==> config.mk <==
export PLATFORM = sky130hd
export DESIGN_NAME = ex_alu_issue
export DESIGN_NICKNAME = d
export VERILOG_FILES = /design/src/rtl/ex_alu_issue_pkg.sv /design/src/rtl/ex_pipe_slot.sv /design/src/rtl/ex_alu_issue.sv
export SDC_FILE = /design/constraint.sdc
export NUM_CORES = 1
export LEC_CHECK = 0
export ABC_AREA = 0
export CORE_ASPECT_RATIO = 1.2
export CORE_MARGIN = 5
export CORE_UTILIZATION = 45
export DETAILED_ROUTE_END_ITERATION = 6
export PLACE_DENSITY_LB_ADDON = 0.08
export SLEW_MARGIN = 20
export SYNTH_ARGS = -nofsm -noshare
export SYNTH_HDL_FRONTEND = slang
export SYNTH_SLANG_ARGS = --single-unit
export TNS_END_PERCENT = 100
==> constraint.sdc <==
create_clock -name clk -period 1.79 [get_ports clk]
set_clock_uncertainty 0.05 [all_clocks]
set_input_delay 0.358 -clock clk [delete_from_list [all_inputs] [get_ports clk]]
set_output_delay 0.358 -clock clk [all_outputs]
set_load 0.1 [all_outputs]
==> src/rtl/ex_alu_issue_pkg.sv <==
// Shared definitions for the EX-stage ALU issue/retire wrapper:
// ALU opcode encodings and default datapath widths.
package ex_alu_issue_pkg;

   localparam int DATA_W_DEF = 32;
   localparam int REG_AW_DEF = 5;
   localparam int PC_W       = 32;
   localparam int SHAMT_W    = 5;
   localparam int OP_W       = 4;

   localparam logic [OP_W-1:0] ALU_ADD  = 4'b0000;
   localparam logic [OP_W-1:0] ALU_ADDU = 4'b0001;
   localparam logic [OP_W-1:0] ALU_SUB  = 4'b0010;
   localparam logic [OP_W-1:0] ALU_SUBU = 4'b0011;
   localparam logic [OP_W-1:0] ALU_AND  = 4'b0100;
   localparam logic [OP_W-1:0] ALU_OR   = 4'b0101;
   localparam logic [OP_W-1:0] ALU_XOR  = 4'b0110;
   localparam logic [OP_W-1:0] ALU_NOR  = 4'b0111;
   localparam logic [OP_W-1:0] ALU_SLT  = 4'b1000;
   localparam logic [OP_W-1:0] ALU_SLTU = 4'b1001;
   localparam logic [OP_W-1:0] ALU_SLL  = 4'b1010;
   localparam logic [OP_W-1:0] ALU_SRL  = 4'b1011;
   localparam logic [OP_W-1:0] ALU_SRA  = 4'b1100;
   localparam logic [OP_W-1:0] ALU_SLLV = 4'b1101;
   localparam logic [OP_W-1:0] ALU_SRLV = 4'b1110;
   localparam logic [OP_W-1:0] ALU_SRAV = 4'b1111;

   // Only the signed add/sub forms may raise an integer-overflow exception.
   function automatic logic is_trap_op(input logic [OP_W-1:0] op);
      return (op == ALU_ADD) || (op == ALU_SUB);
   endfunction

endpackage

==> src/rtl/ex_pipe_slot.sv <==
// Single valid/ready pipeline register with a kill input; clears payload
// only on reset so downstream consumers see stable data while idle.
module ex_pipe_slot #(
   parameter int W = 8
) (
   input  logic         clk,
   input  logic         reset,
   input  logic         i_flush,
   input  logic         i_valid,
   output logic         o_ready,
   input  logic [W-1:0] i_data,
   output logic         o_valid,
   input  logic         i_ready,
   output logic [W-1:0] o_data
);

   logic         r_valid;
   logic [W-1:0] r_data;

   // A killed cycle never accepts, so nothing slips in behind a flush.
   assign o_ready = ~reset & ~i_flush & (~r_valid | i_ready);
   assign o_valid = r_valid;
   assign o_data  = r_data;

   always_ff @(posedge clk) begin
      if (reset) begin
         r_valid <= 1'b0;
         r_data  <= '0;
      end else if (i_flush) begin
         r_valid <= 1'b0;
      end else if (i_valid & o_ready) begin
         r_valid <= 1'b1;
         r_data  <= i_data;
      end else if (i_ready) begin
         r_valid <= 1'b0;
      end
   end

endmodule

==> src/rtl/ex_alu_issue.sv <==
// EX-stage issue/retire wrapper around an external combinational ALU.
// Build option: define EX_OV_TRAP_EN to trap signed add/sub overflow.
module ex_alu_issue
   import ex_alu_issue_pkg::*;
#(
   parameter int DATA_W = DATA_W_DEF,
   parameter int REG_AW = REG_AW_DEF
) (
   input  logic                clk,
   input  logic                reset,
   input  logic                flush,
   input  logic                id_valid,
   output logic                id_ready,
   input  logic [OP_W-1:0]     id_alu_op,
   input  logic [DATA_W-1:0]   id_src_a,
   input  logic [DATA_W-1:0]   id_src_b,
   input  logic [SHAMT_W-1:0]  id_shamt,
   input  logic [REG_AW-1:0]   id_dest,
   input  logic [PC_W-1:0]     id_pc,
   output logic [DATA_W-1:0]   alu_a,
   output logic [DATA_W-1:0]   alu_b,
   output logic [OP_W-1:0]     alu_op,
   output logic [SHAMT_W-1:0]  alu_shift,
   input  logic [DATA_W-1:0]   alu_out,
   input  logic                alu_overflow,
   output logic                ex_valid,
   input  logic                ex_ready,
   output logic [DATA_W-1:0]   ex_result,
   output logic [REG_AW-1:0]   ex_dest,
   output logic [PC_W-1:0]     ex_pc,
   output logic                ex_excp_ov
);

   localparam int S1_W = OP_W + SHAMT_W + 2*DATA_W + REG_AW + PC_W;
   localparam int S2_W = DATA_W + REG_AW + PC_W + 1;

   logic [S1_W-1:0]    w_s1_in;
   logic [S1_W-1:0]    w_s1_q;
   logic               w_s1_valid;
   logic [S2_W-1:0]    w_s2_in;
   logic [S2_W-1:0]    w_s2_q;
   logic               w_s2_in_ready;

   logic [OP_W-1:0]    w_op;
   logic [SHAMT_W-1:0] w_shamt;
   logic [DATA_W-1:0]  w_a;
   logic [DATA_W-1:0]  w_b;
   logic [REG_AW-1:0]  w_dest;
   logic [PC_W-1:0]    w_pc;
   logic               w_trap;
   logic [REG_AW-1:0]  w_ret_dest;

   assign w_s1_in = {id_alu_op, id_shamt, id_src_a, id_src_b, id_dest, id_pc};
   assign {w_op, w_shamt, w_a, w_b, w_dest, w_pc} = w_s1_q;

   ex_pipe_slot #(.W(S1_W)) u_s1 (
      .clk     (clk),
      .reset   (reset),
      .i_flush (flush),
      .i_valid (id_valid),
      .o_ready (id_ready),
      .i_data  (w_s1_in),
      .o_valid (w_s1_valid),
      .i_ready (w_s2_in_ready),
      .o_data  (w_s1_q)
   );

   // ALU sees the issue register only, so it holds the last op when idle.
   assign alu_a     = w_a;
   assign alu_b     = w_b;
   assign alu_op    = w_op;
   assign alu_shift = w_shamt;

`ifdef EX_OV_TRAP_EN
   assign w_trap = alu_overflow & is_trap_op(w_op);
`else
   logic w_unused_ov;
   assign w_unused_ov = alu_overflow;
   assign w_trap      = 1'b0;
`endif

   // A trapped op must not write back, so its destination is squashed to r0.
   assign w_ret_dest = w_trap ? '0 : w_dest;
   assign w_s2_in    = {alu_out, w_ret_dest, w_pc, w_trap};

   ex_pipe_slot #(.W(S2_W)) u_s2 (
      .clk     (clk),
      .reset   (reset),
      .i_flush (flush),
      .i_valid (w_s1_valid),
      .o_ready (w_s2_in_ready),
      .i_data  (w_s2_in),
      .o_valid (ex_valid),
      .i_ready (ex_ready),
      .o_data  (w_s2_q)
   );

   assign {ex_result, ex_dest, ex_pc, ex_excp_ov} = w_s2_q;

endmodule
==> run_summary.xml <==
<?xml version="1.0" encoding="UTF-8"?>
<metrics>
  <group name="final_layout">
    <metric name="finalNetCount" unit="">1108</metric>
    <metric name="layout.cells.most_common_list" unit="">sky130_fd_sc_hd__dfxtp_1 (180), sky130_fd_sc_hd__buf_12 (153), sky130_fd_sc_hd__clkdlybuf4s50_1 (144)</metric>
    <metric name="fin_cells" unit="">1200</metric>
    <metric name="layout-drive-gt1-share" unit="%">33.61</metric>
    <metric name="most_common_cell_after_layout_fill_and_taps_aside" unit="">sky130_fd_sc_hd__dfxtp_1</metric>
    <metric name="area_growth_syn_to_layout" unit="%">55.62</metric>
    <metric name="layout.core_utilization" unit="%">70.95</metric>
  </group>
  <group name="clocking">
    <metric name="cts_tree" unit="">built</metric>
    <metric name="h-tree-depth" unit="">4</metric>
    <metric name="clock_sinks" unit="">181</metric>
    <metric name="cts-root-to-sink-buffers" unit="">2</metric>
    <metric name="cts_setup_buffers" unit="">0</metric>
    <metric name="cts_hold_buffers" unit="">0</metric>
    <metric name="root_buffer" unit="">sky130_fd_sc_hd__clkbuf_16</metric>
    <metric name="cts.clk_slew.worst_paths" unit="ns">0.06</metric>
    <metric name="clkLatencyLatePin" unit="ns">0.43</metric>
    <metric name="cts-resized-gates" unit="">0</metric>
    <metric name="numCtsBuffers" unit="">17</metric>
  </group>
  <group name="floorplan">
    <metric name="floorplan.initialDensity" unit="%">45.59</metric>
    <metric name="floorplan.io_pins" unit="">293</metric>
    <metric name="die_h" unit="µm">158.4</metric>
    <metric name="rows" unit="">54</metric>
    <metric name="die_area" unit="µm²">21170</metric>
    <metric name="core" unit="µm²">18110</metric>
    <metric name="die_width" unit="µm">133.6</metric>
  </group>
  <group name="synthesis">
    <metric name="synth-xor-area-share" unit="%">0</metric>
    <metric name="synth-seq-area-share" unit="%">43.89</metric>
    <metric name="synth_top_area_cell" unit="">sky130_fd_sc_hd__dfxtp_1</metric>
    <metric name="synth_cells" unit="">763</metric>
    <metric name="netlist-cell-type-count" unit="">24</metric>
    <metric name="synth.top_cell.area_share" unit="%">43.89</metric>
    <metric name="synth-compound-area-share" unit="%">7.821</metric>
    <metric name="post_synth_main_area_contributors" unit="">sky130_fd_sc_hd__dfxtp_1 (44%), sky130_fd_sc_hd__mux2_4 (18%), sky130_fd_sc_hd__nor2b_1 (8.4%)</metric>
    <metric name="synthMuxAreaShare" unit="%">19.55</metric>
    <metric name="synth_area_per_cell" unit="µm²">10.82</metric>
    <metric name="synth_fa_ha_area_share" unit="%">0</metric>
    <metric name="syn_area" unit="µm²">8255</metric>
    <metric name="combinational_family_with_the_most_area_after_synthesis" unit="">multiplexers</metric>
    <metric name="syn_nets" unit="">911</metric>
    <metric name="synth_simple_gate_area_share" unit="%">16.25</metric>
    <metric name="synth_warnings" unit="">0</metric>
    <metric name="synth_seq_cells" unit="">181</metric>
  </group>
  <group name="sta">
    <metric name="rsz_0062_raised_after_global_routing" unit="">false</metric>
    <metric name="finalCritPeriodShare" unit="%">97.13</metric>
    <metric name="min_clock_period_post_route" unit="ns">1.739</metric>
    <metric name="setup-tns-final" unit="ns">0</metric>
    <metric name="postLayoutSetupSlackWorst" unit="ns">0.05131</metric>
    <metric name="worst-slew-pin-transition" unit="ns">0.7832</metric>
    <metric name="report.final.slew_viol_count" unit="">0</metric>
    <metric name="fmax" unit="MHz">575.1</metric>
    <metric name="relSlewSlack" unit="%">47.79</metric>
    <metric name="number_of_failing_hold_endpoints_at_the_final_stage" unit="">0</metric>
    <metric name="timing.final.setup_violations" unit="">0</metric>
  </group>
  <group name="worst_setup_path">
    <metric name="endpoint_kind" unit="">primary output</metric>
    <metric name="reg2reg_to" unit="">u_s1.o_data[107]</metric>
    <metric name="worstPathMaxFanout" unit="">6</metric>
    <metric name="setup.worst_path.start" unit="">ex_ready</metric>
    <metric name="timing.rr.start" unit="">u_s2.o_valid</metric>
    <metric name="reg2reg_depth" unit="">5</metric>
    <metric name="critPathLaunchType" unit="">primary input</metric>
    <metric name="reg_to_reg_setup_timing_slack" unit="ns">0.25</metric>
    <metric name="cp.arrival" unit="ns">1.33</metric>
    <metric name="timing.critical_path.required" unit="ns">1.38</metric>
    <metric name="setup.worst_path.class" unit="">in2out</metric>
    <metric name="crit_end" unit="">id_ready</metric>
  </group>
  <group name="pwr">
    <metric name="total_leakage_power" unit="nW">5.595</metric>
    <metric name="vdd.ir_drop.worst" unit="mV">0.6717</metric>
    <metric name="power.density" unit="nW/µm²">816.2</metric>
  </group>
  <group name="hold_path">
    <metric name="worst_hold_path_type" unit="">in2reg</metric>
  </group>
  <group name="detailed_routing">
    <metric name="drc" unit="">0</metric>
    <metric name="finalWirelength" unit="µm">23750</metric>
    <metric name="first_iter_violations" unit="">249</metric>
    <metric name="routedWlPerCell" unit="µm">19.79</metric>
    <metric name="drt_first_pass_iters" unit="">4</metric>
    <metric name="final_antenna_net_count" unit="">0</metric>
    <metric name="route.vias.total" unit="">6212</metric>
    <metric name="vias_per_cell" unit="">5.177</metric>
  </group>
  <group name="grt">
    <metric name="first_global_vias" unit="">6474</metric>
    <metric name="grt_max_degree" unit="">71</metric>
    <metric name="grt_most_used_layer" unit="">met2</metric>
    <metric name="globalRouteMet3Util" unit="%">7.238</metric>
    <metric name="globalRouteTotalUtil" unit="%">22.05</metric>
    <metric name="grt_first_pass_wirelength" unit="µm">36890</metric>
    <metric name="grt_use_met1" unit="%">25.06</metric>
    <metric name="global_route_congestion_overflow_total" unit="">0</metric>
    <metric name="met2_usage" unit="%">39.28</metric>
    <metric name="antenna_found_initial" unit="">2</metric>
  </group>
  <group name="placement">
    <metric name="pre_cts_ws" unit="ns">-0.3511</metric>
    <metric name="gp_congestion" unit="">0.8149</metric>
    <metric name="port_buffers" unit="">290</metric>
    <metric name="estimated_wirelength_of_the_detail_placed_design" unit="µm">17150</metric>
    <metric name="post-place-cells" unit="">1165</metric>
  </group>
  <group name="job">
    <metric name="drv_cap" unit="">0</metric>
  </group>
  <group name="outcome">
    <metric name="run_status" unit="">finished clean</metric>
  </group>
</metrics>
==> how the worst min path moves through the flow <==
stage	cells after the start	end	startpoint	slack, ns
after global routing	3	u_s2.o_valid	reset	0.26
after global placement	2	u_s2.o_data[4]	u_s1.o_data[3]	0.38
final	3	u_s2.o_valid	reset	0.26
after detailed placement	2	u_s2.o_data[2]	u_s1.o_data[1]	0.39
after floorplan	2	u_s2.o_data[10]	u_s1.o_data[9]	0.38
after CTS	3	u_s2.o_valid	reset	0.25
==> sequential cells by signal, summed over array words and instances (netlist names) <==
name / cells
u_s2.o_data: 69
u_s1.o_data: 110
u_s2.o_valid: 1
u_s1.o_valid: 1
==> per-layer routing <==
metal	part of all wire [%]	vias up
met5	0	-
met2	52	221
li1	-	2972
met3	6.6	41
met4	2.3	0
met1	39	2978
==> cells by family (layout without fill, tap and decap cells) <==
family,count (synthesis),in the layout
other,1,4
AO/OA/AOI/OAI,73,73
multiplexers,110,110
flip-flops,181,181
buffers and inverters,145,355
AND/OR/NAND/NOR,253,253
==> worst max-delay path, cell delays in order <==
cell	delay, ns
sky130_fd_sc_hd__clkdlybuf4s50_1	0.54
sky130_fd_sc_hd__nor2b_4	0.09
sky130_fd_sc_hd__a21boi_4	0.15
sky130_fd_sc_hd__buf_12	0.19
==> final cells by class <==
type	instances	area (µm²)
fillers	1302	5260
clock buffers	19	442.9
clock inverters	13	170.2
repair buffers	321	4682
flip-flops and latches	181	3627
multi-input cells	437	3630
diodes	3	7.507
inverters	2	7.507
well taps	224	280.3
==> cells in the mapped netlist <==
master	instances
sky130_fd_sc_hd__buf_4	76
sky130_fd_sc_hd__mux2_4	100
sky130_fd_sc_hd__nor3b_2	1
sky130_fd_sc_hd__a21boi_0	2
sky130_fd_sc_hd__inv_2	1
sky130_fd_sc_hd__clkbuf_2	1
sky130_fd_sc_hd__nor3_1	1
sky130_fd_sc_hd__o211ai_4	1
sky130_fd_sc_hd__buf_2	2
sky130_fd_sc_hd__a21oi_1	1
sky130_fd_sc_hd__nor2b_1	111
sky130_fd_sc_hd__conb_1	1
sky130_fd_sc_hd__nand2_1	69
sky130_fd_sc_hd__nor2_4	1
sky130_fd_sc_hd__o311ai_0	68
sky130_fd_sc_hd__nand2b_4	1
sky130_fd_sc_hd__buf_12	11
sky130_fd_sc_hd__dfxtp_1	181
sky130_fd_sc_hd__o311ai_1	1
sky130_fd_sc_hd__nand3_1	69
sky130_fd_sc_hd__inv_1	1
sky130_fd_sc_hd__buf_6	2
sky130_fd_sc_hd__clkbuf_1	51
sky130_fd_sc_hd__mux2_2	10
==> metrics by stage <==
stage                     hold slack, ns  total power, mW  instance area, µm²
after floorplan                   0.3756            5.815                8280
after global placement            0.3803            6.629               12230
after detailed placement          0.3898            6.670               12230
after CTS                         0.2526            10.58               12840
after global routing              0.2637            10.83               12840
final                             0.2616            10.49               12850
==> report_power, final <==
part	switching (mW)	internal (mW)	leakage [nW]
Sequential	0.143	4.19	1.48
Combinational	1.22	1.02	3.82
Clock	1.65	2.26	0.303
Power figures use the tool's default switching activity.
